==> config.mk <==
export PLATFORM = sky130hd
export DESIGN_NAME = pipe_debug_ctrl_flat
export DESIGN_NICKNAME = d
export VERILOG_FILES = /design/src/rtl/pipe_debug_ctrl_pkg.sv /design/src/rtl/pipe_debug_ctrl_if.sv /design/src/rtl/pipe_debug_ctrl_cycle_counter.sv /design/src/rtl/pipe_debug_ctrl.sv /design/src/flat_wrapper.sv
export SDC_FILE = /design/constraint.sdc
export NUM_CORES = 1
export LEC_CHECK = 0
export CORE_UTILIZATION = 37
export DETAILED_ROUTE_END_ITERATION = 16
export PLACE_DENSITY = 0.94
export SYNTH_ARGS = -nofsm -noshare
export SYNTH_HDL_FRONTEND = slang
export SYNTH_SLANG_ARGS = --single-unit
==> constraint.sdc <==
create_clock -name i_clk -period 3.8 [get_ports i_clk]
set_input_delay 0.95 -clock i_clk [delete_from_list [all_inputs] [get_ports i_clk]]
set_output_delay 0.95 -clock i_clk [all_outputs]
set_load 0.01 [all_outputs]
==> src/rtl/pipe_debug_ctrl_pkg.sv <==
// Shared encodings and defaults for the pipeline debug controller.
// State and command codes are fixed so the debug state output can be decoded externally.
package pipe_debug_ctrl_pkg;

    typedef enum logic [2:0] {
        ST_IDLE   = 3'd0,
        ST_RUN    = 3'd1,
        ST_STEP   = 3'd2,
        ST_DRAIN  = 3'd3,
        ST_HALTED = 3'd4
    } state_e;

    typedef enum logic [1:0] {
        CMD_RUN     = 2'd0,
        CMD_STEP    = 2'd1,
        CMD_PAUSE   = 2'd2,
        CMD_CLR_CNT = 2'd3
    } cmd_e;

    localparam int NB_BITS_DEFAULT      = 32;
    localparam int DRAIN_CYCLES_DEFAULT = 4;

    // STEP and DRAIN are busy states; commands offered there are dropped, not queued.
    function automatic logic state_takes_cmd(state_e s);
        return (s == ST_IDLE) || (s == ST_RUN) || (s == ST_HALTED);
    endfunction

endpackage

==> src/rtl/pipe_debug_ctrl_if.sv <==
// Debug command handshake and pipeline control bundle for pipe_debug_ctrl.
// A command transfers on a rising clock edge where i_cmd_valid and o_cmd_ready are both high.
interface pipe_debug_ctrl_if #(
    parameter int NB_BITS = 32
);
    logic               i_cmd_valid;
    logic [1:0]         i_cmd;
    logic               o_cmd_ready;
    logic               i_halt_instr;
    logic               i_load_use;
    logic               o_pipe_en;
    logic               o_pc_we;
    logic               o_if_id_we;
    logic               o_id_ex_flush;
    logic               o_done;
    logic [2:0]         o_state;
    logic [NB_BITS-1:0] o_cycle_cnt;

    modport slave (
        input  i_cmd_valid, i_cmd, i_halt_instr, i_load_use,
        output o_cmd_ready, o_pipe_en, o_pc_we, o_if_id_we, o_id_ex_flush,
        output o_done, o_state, o_cycle_cnt
    );

    modport master (
        output i_cmd_valid, i_cmd, i_halt_instr, i_load_use,
        input  o_cmd_ready, o_pipe_en, o_pc_we, o_if_id_we, o_id_ex_flush,
        input  o_done, o_state, o_cycle_cnt
    );
endinterface

==> src/rtl/pipe_debug_ctrl_cycle_counter.sv <==
// pipe_cycle_counter: saturating up-counter of enabled pipeline cycles.
// A clear in the same cycle as an increment wins and leaves the count at zero.
module pipe_cycle_counter #(
    parameter int NB_BITS = 32
) (
    input  logic               i_clk,
    input  logic               i_rst,
    input  logic               i_inc,
    input  logic               i_clr,
    output logic [NB_BITS-1:0] o_cnt
);
    logic [NB_BITS-1:0] cnt_q, cnt_d;

    always_comb begin
        cnt_d = cnt_q;
        if (i_clr) begin
            cnt_d = '0;
        end else if (i_inc && (cnt_q != '1)) begin
            cnt_d = cnt_q + NB_BITS'(1);
        end
    end

    always_ff @(posedge i_clk or negedge i_rst) begin
        if (!i_rst) begin
            cnt_q <= '0;
        end else begin
            cnt_q <= cnt_d;
        end
    end

    assign o_cnt = cnt_q;
endmodule

==> src/rtl/pipe_debug_ctrl.sv <==
// Run/step/halt debug controller for a 5-stage pipeline with load-use stall handling.
// Cycle counter present only when PIPE_DBG_CYCLE_CNT_EN is defined; otherwise tied to zero.
module pipe_debug_ctrl
    import pipe_debug_ctrl_pkg::*;
#(
    parameter int NB_BITS      = NB_BITS_DEFAULT,
    parameter int DRAIN_CYCLES = DRAIN_CYCLES_DEFAULT
) (
    input logic              i_clk,
    input logic              i_rst,
    pipe_debug_ctrl_if.slave bus
);
    localparam int DRAIN_W = $clog2(DRAIN_CYCLES + 1);

    state_e               state_q, state_d;
    logic [DRAIN_W-1:0]   drain_q, drain_d;
    logic                 done_q, done_d;
    cmd_e                 cmd;
    logic                 cmd_ready, cmd_acc;
    logic                 pipe_en, pc_we, if_id_we, id_ex_flush;

    assign cmd       = cmd_e'(bus.i_cmd);
    assign cmd_ready = state_takes_cmd(state_q);
    assign cmd_acc   = bus.i_cmd_valid && cmd_ready;

    always_ff @(posedge i_clk or negedge i_rst) begin
        if (!i_rst) begin
            state_q <= ST_IDLE;
            drain_q <= '0;
            done_q  <= 1'b0;
        end else begin
            state_q <= state_d;
            drain_q <= drain_d;
            done_q  <= done_d;
        end
    end

    always_comb begin
        state_d = state_q;
        drain_d = drain_q;
        case (state_q)
            ST_IDLE: begin
                if (cmd_acc && (cmd == CMD_RUN)) state_d = ST_RUN;
                else if (cmd_acc && (cmd == CMD_STEP)) state_d = ST_STEP;
            end
            // A halt reaching decode outranks a simultaneous PAUSE.
            ST_RUN: begin
                if (bus.i_halt_instr) state_d = ST_DRAIN;
                else if (cmd_acc && (cmd == CMD_PAUSE)) state_d = ST_IDLE;
            end
            ST_STEP:   state_d = bus.i_halt_instr ? ST_DRAIN : ST_IDLE;
            ST_DRAIN: begin
                drain_d = drain_q - DRAIN_W'(1);
                if (drain_q <= DRAIN_W'(1)) state_d = ST_HALTED;
            end
            ST_HALTED: state_d = ST_HALTED;
            default:   state_d = ST_IDLE;
        endcase
        if ((state_d == ST_DRAIN) && (state_q != ST_DRAIN)) begin
            drain_d = DRAIN_W'(DRAIN_CYCLES);
        end
        done_d = (state_d == ST_HALTED) && (state_q != ST_HALTED);
    end

    always_comb begin
        pipe_en     = 1'b0;
        pc_we       = 1'b0;
        if_id_we    = 1'b0;
        id_ex_flush = 1'b0;
        case (state_q)
            ST_RUN, ST_STEP: begin
                // Load-use: hold PC and IF/ID, bubble ID/EX, let the back end advance.
                pipe_en     = 1'b1;
                pc_we       = !bus.i_load_use;
                if_id_we    = !bus.i_load_use;
                id_ex_flush = bus.i_load_use;
            end
            ST_DRAIN: pipe_en = 1'b1;
            default: ;
        endcase
    end

    assign bus.o_cmd_ready   = cmd_ready;
    assign bus.o_pipe_en     = pipe_en;
    assign bus.o_pc_we       = pc_we;
    assign bus.o_if_id_we    = if_id_we;
    assign bus.o_id_ex_flush = id_ex_flush;
    assign bus.o_done        = done_q;
    assign bus.o_state       = state_q;

`ifdef PIPE_DBG_CYCLE_CNT_EN
    pipe_cycle_counter #(.NB_BITS(NB_BITS)) u_cycle_cnt (
        .i_clk (i_clk),
        .i_rst (i_rst),
        .i_inc (pipe_en),
        .i_clr (cmd_acc && (cmd == CMD_CLR_CNT)),
        .o_cnt (bus.o_cycle_cnt)
    );
`else
    assign bus.o_cycle_cnt = '0;
`endif
endmodule
==> src/flat_wrapper.sv <==
// flat-port wrapper written by rule: the top's interface ports become plain ports
module pipe_debug_ctrl_flat import pipe_debug_ctrl_pkg::*;
#(
    parameter int NB_BITS      = NB_BITS_DEFAULT,
    parameter int DRAIN_CYCLES = DRAIN_CYCLES_DEFAULT
)
  (i_clk, i_rst, bus_i_cmd_valid, bus_i_cmd, bus_i_halt_instr, bus_i_load_use, bus_o_cmd_ready, bus_o_pipe_en, bus_o_pc_we, bus_o_if_id_we, bus_o_id_ex_flush, bus_o_done, bus_o_state, bus_o_cycle_cnt);
  pipe_debug_ctrl_if #(.NB_BITS(NB_BITS)) bus_i ();
  input logic i_clk;
  input logic i_rst;
  input wire logic [$bits(bus_i.i_cmd_valid)-1:0] bus_i_cmd_valid;
  input wire logic [$bits(bus_i.i_cmd)-1:0] bus_i_cmd;
  input wire logic [$bits(bus_i.i_halt_instr)-1:0] bus_i_halt_instr;
  input wire logic [$bits(bus_i.i_load_use)-1:0] bus_i_load_use;
  output wire logic [$bits(bus_i.o_cmd_ready)-1:0] bus_o_cmd_ready;
  output wire logic [$bits(bus_i.o_pipe_en)-1:0] bus_o_pipe_en;
  output wire logic [$bits(bus_i.o_pc_we)-1:0] bus_o_pc_we;
  output wire logic [$bits(bus_i.o_if_id_we)-1:0] bus_o_if_id_we;
  output wire logic [$bits(bus_i.o_id_ex_flush)-1:0] bus_o_id_ex_flush;
  output wire logic [$bits(bus_i.o_done)-1:0] bus_o_done;
  output wire logic [$bits(bus_i.o_state)-1:0] bus_o_state;
  output wire logic [$bits(bus_i.o_cycle_cnt)-1:0] bus_o_cycle_cnt;
  assign bus_i.i_cmd_valid = bus_i_cmd_valid;
  assign bus_i.i_cmd = bus_i_cmd;
  assign bus_i.i_halt_instr = bus_i_halt_instr;
  assign bus_i.i_load_use = bus_i_load_use;
  assign bus_o_cmd_ready = bus_i.o_cmd_ready;
  assign bus_o_pipe_en = bus_i.o_pipe_en;
  assign bus_o_pc_we = bus_i.o_pc_we;
  assign bus_o_if_id_we = bus_i.o_if_id_we;
  assign bus_o_id_ex_flush = bus_i.o_id_ex_flush;
  assign bus_o_done = bus_i.o_done;
  assign bus_o_state = bus_i.o_state;
  assign bus_o_cycle_cnt = bus_i.o_cycle_cnt;
  pipe_debug_ctrl #(.NB_BITS(NB_BITS), .DRAIN_CYCLES(DRAIN_CYCLES)) u_core (.i_clk(i_clk), .i_rst(i_rst), .bus(bus_i));
endmodule
==> reports/results.ini, run 1 <==
[status]
status=complete, no violations

[finish]
fin_cells=115
n_antenna_cell=0
design_area_um2=749
layout.nets=100
drive_gt1_share_pct=10.0
syn_to_final_growth_pct=6.58

[logic_synthesis]
yosysSeqAreaShare_pct=24.9
synth.avg_cell_area_um2=9.25
synth_ff_type=dfrtp_1
synth_edf_count=0
async_reset_ff_share_pct=100
ys_types=26
ys_seq_elements=7
syn-cell-area_um2=703
syn_inst=76
ys_warn_count=0

[sta]
rsz0062_at_grt=no
period_share_pct=82.5
whs_ps=543
slew_violations=0
finalCriticalPeriod_ps=3140
setup_viol=0
fin_worst_skew_ps=6.21
timing.final.ws_setup_ps=663
hold_violations=0
fmax_ghz=0.319
setup_tns_ps=0

[clocking]
cts_resized=0
cts.clk_slew.worst_paths_ps=50
post_cts_buffers=0
clk_latency_ps=260
cts.sinks=7
htree_num_levels=1
cts_root_buf=clkbuf_4
cts_buffer_depth=2
cts_made_buffers=3
hold_buffers=0
cts_tree=built

[global_routing]
grt_max_degree=12
grt_usage_pct=10.8
grt_pass1_wl_mm=1.50
grt_pass1_vias=367
antenna_found_initial=0
grt-ovfl-total=0

[setup_path]
critPathKind=input port to output pin
r2r.worst_path.cells=3
cp_max_fo=2
r2r_slack_ps=2490
crit-reg2reg-capture=u_core.drain_q[1]$_DFFE_PN0P_
r2r_start=u_core.bus.o_state[0]$_DFF_PN0_
arrival_ps=2190
critical_path.endpoint_type=output pin
critPathRequiredTime_ps=2850
crit_path_start_kind=input port

[detailed_routing]
num_vias=452
post_drt_via_cell_ratio=3.93
drc_errors=0
drt_iter0_markers=6
avgRoutedWirePerCell_um=8.75
antenna_left=0
drt_wl_total_mm=1.01
first_pass_iters=3

[floorplan]
io_pins=48
core_um2=1750
die_h_um=45.6
die_area_um2=2080
die_width_um=45.6
num_rows=15
initial_utilization_pct=40.3

[pwr]
worst_ir_drop_vdd_uv=210
power.leakage_uw=0.000363
power.density_nw_per_um2=717

[hold_path]
worstHoldPathCells=1
hold_class=flip-flop to flip-flop
hold_start=u_core.drain_q[0]$_DFFE_PN0P_
hold_path_end=u_core.drain_q[0]$_DFFE_PN0P_

[job]
drv_cap=0

[place]
dpl.cell_count=111
placed_cell_area_um2=723
place_ws_ps=656
hpwlAfterDp_um=819
routabilityCongestion=0.725
portBuffers=15

-- how the worst max path moves through the flow --
| stage | cells past startpoint | to | startpoint |
|---|---|---|---|
| 6_report | 3 | bus_o_if_id_we | bus_i_load_use |
| 2_1_floorplan | 2 | bus_o_pc_we | bus_i_load_use |
| 4_1_cts | 3 | bus_o_if_id_we | bus_i_load_use |
| 3_5_place_dp | 3 | bus_o_if_id_we | bus_i_load_use |
| 5_1_grt | 3 | bus_o_pc_we | bus_i_load_use |
| 3_3_place_gp | 3 | bus_o_id_ex_flush | bus_i_load_use |
-- cell usage in the layout, fill, tap and decap left out, types with 2 or more instances in the layout --
cell type and count:
a211oi_2 2, a21oi_1 3, clkbuf_4 3, clkdlybuf4s50_1 15
conb_1 32, dfrtp_1 7, ha_1 2, inv_1 2
nor2_1 4, nor3_1 2, nor3b_1 2
-- registers in the layout, summed over array words and instances (netlist names) --
| name | cells |
|---|---|
| u_core.bus.o_done | 1 |
| u_core.bus.o_state | 3 |
| u_core.drain_q | 3 |
-- report_power, final --
group,total [uW],internal (uW),switching [uW]
clock,70.3,40.2,30.0
sequential,165,106,58.9
combinational,302,169,132
-- kinds of logic (layout without fill, tap and decap cells) --
kind of cell | after synthesis | after routing | share of synthesized area (%)
compound gates | 10 | 10 | 11.6
xor+xnor | 1 | 1 | 1.25
fa+ha+maj | 2 | 2 | 3.56
buf+inv | 38 | 21 | 40.6
flops | 7 | 7 | 24.9
mux | 1 | 1 | 1.42
other cells | 1 | 32 | 0.533
simple gates | 16 | 16 | 16.2
-- layer usage --
| metal | GRT usage (%) | routed length [um] | up-vias |
|---|---|---|---|
| met5 | 0 | 0 | - |
| li1 | - | - | 215 |
| met4 | 7.27 | 31 | 0 |
| met3 | 3.57 | 87 | 3 |
| met1 | 9.40 | 369 | 203 |
| met2 | 20.6 | 518 | 31 |
-- cell type report --
type	count	area, um2
Timing Repair Buffer	15	150
Sequential cell	7	175
Multi-Input combinational cell	62	359
Tap cell	25	31.3
Clock buffer	4	26.3
Fill cell	179	996
Inverter	2	7.51
-- Yosys cell counts (all sizes together), types with 2 or more instances --
cell / count / area share, %
ha: 2 / 3.6
nor2: 4 / 2.1
buf: 36 / 40
nor2b: 2 / 2.8
nor3b: 3 / 3.9
nor3: 3 / 2.8
inv: 2 / 1.1
a21oi: 3 / 2.1
a211oi: 2 / 3.6
dfrtp: 7 / 25
-- worst max-delay path: stages --
cell	delay (ps)
clkdlybuf4s50_1	410
nor3_1	240
clkdlybuf4s50_1	590
-- per-stage QoR --
stage	power, uW	utilization, %
after floorplan	397	-
after global placement	452	41.4
after detailed placement	470	41.4
after CTS	542	42.9
after global routing	585	42.9
final	537	42.9
No activity file was read; power rests on OpenSTA's default activity.
==> run 2, diff against run 1 <==
- CORE_UTILIZATION: 37 -> 31
- PLACE_DENSITY: 0.94 -> 0.85
- clock period: 3.8 -> 2.55 ns (I/O delays scaled with it)
==> run 2 against run 1 <==
Against the previous run: first-iteration DRC count decreased by 17%; critical path depth unchanged; sequential cell count unchanged; clock power increased by 47%.
==> reports/results.ini, run 2 (synthesis results as in run 1) <==
[status]
status=complete, no violations

[clocking]
cts_buffer_depth=2  ; unchanged
htree_num_levels=1  ; unchanged
cts_tree=built
cts.sinks=7  ; unchanged
cts_made_buffers=3  ; unchanged
cts.clk_slew.worst_paths_ps=50  ; about the same
hold_buffers=0  ; unchanged
post_cts_buffers=0  ; unchanged
clk_latency_ps=260  ; about the same
cts_root_buf=clkbuf_4

[sta]
slew_violations=0  ; unchanged
fmax_ghz=0.401
setup_viol=0  ; unchanged
period_share_pct=97.8
timing.final.ws_setup_ps=57.0  ; -606 ps
rsz0062_at_grt=no
hold_violations=0  ; unchanged
fin_worst_skew_ps=5.09  ; -1.12 ps
setup_tns_ps=0  ; unchanged
finalCriticalPeriod_ps=2490

[finish]
regArea_um2=175  ; unchanged
mostFrequentLayoutCell=conb_1
syn_to_final_growth_pct=7.83
layout.nets=100  ; unchanged
drive_gt1_share_pct=11.1  ; +1.1 points
fillers=213  ; +19%
fin_cells=117  ; +1.7%
multi_input_area_um2=364  ; +1.4%
n_antenna_cell=0  ; unchanged
layout_common_cells=32 x conb_1, 13 x clkdlybuf4s50_1, 7 x dfrtp_1

[detailed_routing]
num_vias=450  ; -0.44%
post_drt_via_cell_ratio=3.85  ; -2.1%
drt_wl_total_um=973  ; -3.3%
antenna_left=0  ; unchanged
drc_errors=0  ; unchanged
drt_iter0_markers=5  ; -1
first_pass_iters=4  ; +1
avgRoutedWirePerCell_um=8.32  ; -4.9%

[global_routing]
grt_pass1_vias=356  ; -3.0%
grt_max_degree=12  ; unchanged
use_met2_pct=13.1  ; -7.5 points
grtUsageMet3_pct=2.78  ; -0.79 points
grt_pass1_wl_mm=1.50  ; unchanged
grt-ovfl-total=0  ; unchanged
antenna_found_initial=0  ; unchanged
grt_usage_pct=8.37  ; -2.5 points
top_usage_layer=met2
grt_util_met1_pct=9.55  ; +0.15 points

[place]
hpwlAfterDp_um=771  ; -5.9%
routabilityCongestion=0.742  ; +2.4%
place_ws_ps=-14.3  ; -670 ps
dpl.cell_count=113  ; +1.8%
portBuffers=15  ; unchanged

[setup_path]
crit_path_start_kind=input port
critPathRequiredTime_ps=1910  ; -940 ps
r2r_slack_ps=1240  ; -1250 ps
cp_max_fo=2  ; unchanged
arrival_ps=1860  ; -330 ps
critPathTopFamily=buffers and inverters
slowest_delay_ps=570  ; -20 ps
slowest_stage=clkdlybuf4s50_1
crit_buf_inv=2  ; unchanged
crit_chain=clkdlybuf4s50_1 -> nor3_2 -> clkdlybuf4s50_1
critPathMostFrequentCell=clkdlybuf4s50_1
critical_path.endpoint_type=output pin
critPathKind=input port to output pin

[pwr]
worst_ir_drop_vdd_uv=425  ; +100%
finalPower_uw=790  ; +47%
power.density_nw_per_um2=1040  ; +45%
power.leakage_uw=0.000382  ; +5.4%

[floorplan]
io_pins=48  ; unchanged
die_area_um2=2460  ; +18%
die_width_um=49.6  ; +8.8%
initial_utilization_pct=34.4  ; -5.9 points
die_h_um=49.6  ; +8.8%
core_um2=2040  ; +17%
num_rows=16  ; +1

[job]
drv_cap=0  ; unchanged

[hold_path]
hold_class=flip-flop to flip-flop

## run 2: cell types whose count changed in the layout (fill, tap and decap cells not counted), sizes merged
cell,previous run,this run
clkdlybuf4s50,15,13
dlymetal6s2s,0,1
dlygate4sd2,0,1
## run 2: layout make-up
class | count | share of cell area (%)
Timing Repair Buffer | 15 | 20.0
Multi-Input combinational cell | 62 | 48.0
Inverter | 2 | 0.990
Tap cell | 27 | 4.46
Sequential cell | 7 | 23.1
Clock buffer | 4 | 3.47
## run 2: worst paths after layout
path	cells past startpoint	startpoint	to
setup reg to reg	4	u_core.drain_q[0]$_DFFE_PN0P_	u_core.bus.o_state[1]$_DFF_PN0_
setup / recovery	3	bus_i_load_use	bus_o_pc_we
max in group asynchronous	1	i_rst	u_core.bus.o_state[2]$_DFF_PN0_
hold / removal	1	u_core.drain_q[0]$_DFFE_PN0P_	u_core.drain_q[0]$_DFFE_PN0P_
min in group asynchronous	1	i_rst	u_core.drain_q[2]$_DFFE_PN0P_
hold reg to reg	1	u_core.drain_q[0]$_DFFE_PN0P_	u_core.drain_q[0]$_DFFE_PN0P_
## run 2: through the flow
stage	area (um2)	utilization (%)	hold WS (ps)
5_1_grt	758	37.1	568
4_1_cts	751	36.8	525
6_report	758	37.1	520
2_1_floorplan	820	-	342
3_3_place_gp	726	35.5	510
3_5_place_dp	726	35.5	516
## run 2: routing by layer
metal	wire, um	vias to the layer above
met4	27	0
met1	365	197
met2	471	33
met3	108	3
li1	-	217
met5	0	-
## run 2: where the power goes
part | internal [uW] | switching [uW]
registers | 159 | 86.6
clock network | 59.8 | 43.0
logic | 245 | 197
total | 464 | 326
## run 2: what timing repair did
item	CTS	global route
gates resized for setup	1	2
endpoints found under the hold margin	0	0
setup endpoints to repair	2	2
==> run 3, diff against run 2 <==
- HOLD_SLACK_MARGIN: unset -> 0.12
==> results of run 3 <==
No change in the layout: final DEF, timing and power equal those of run 2.
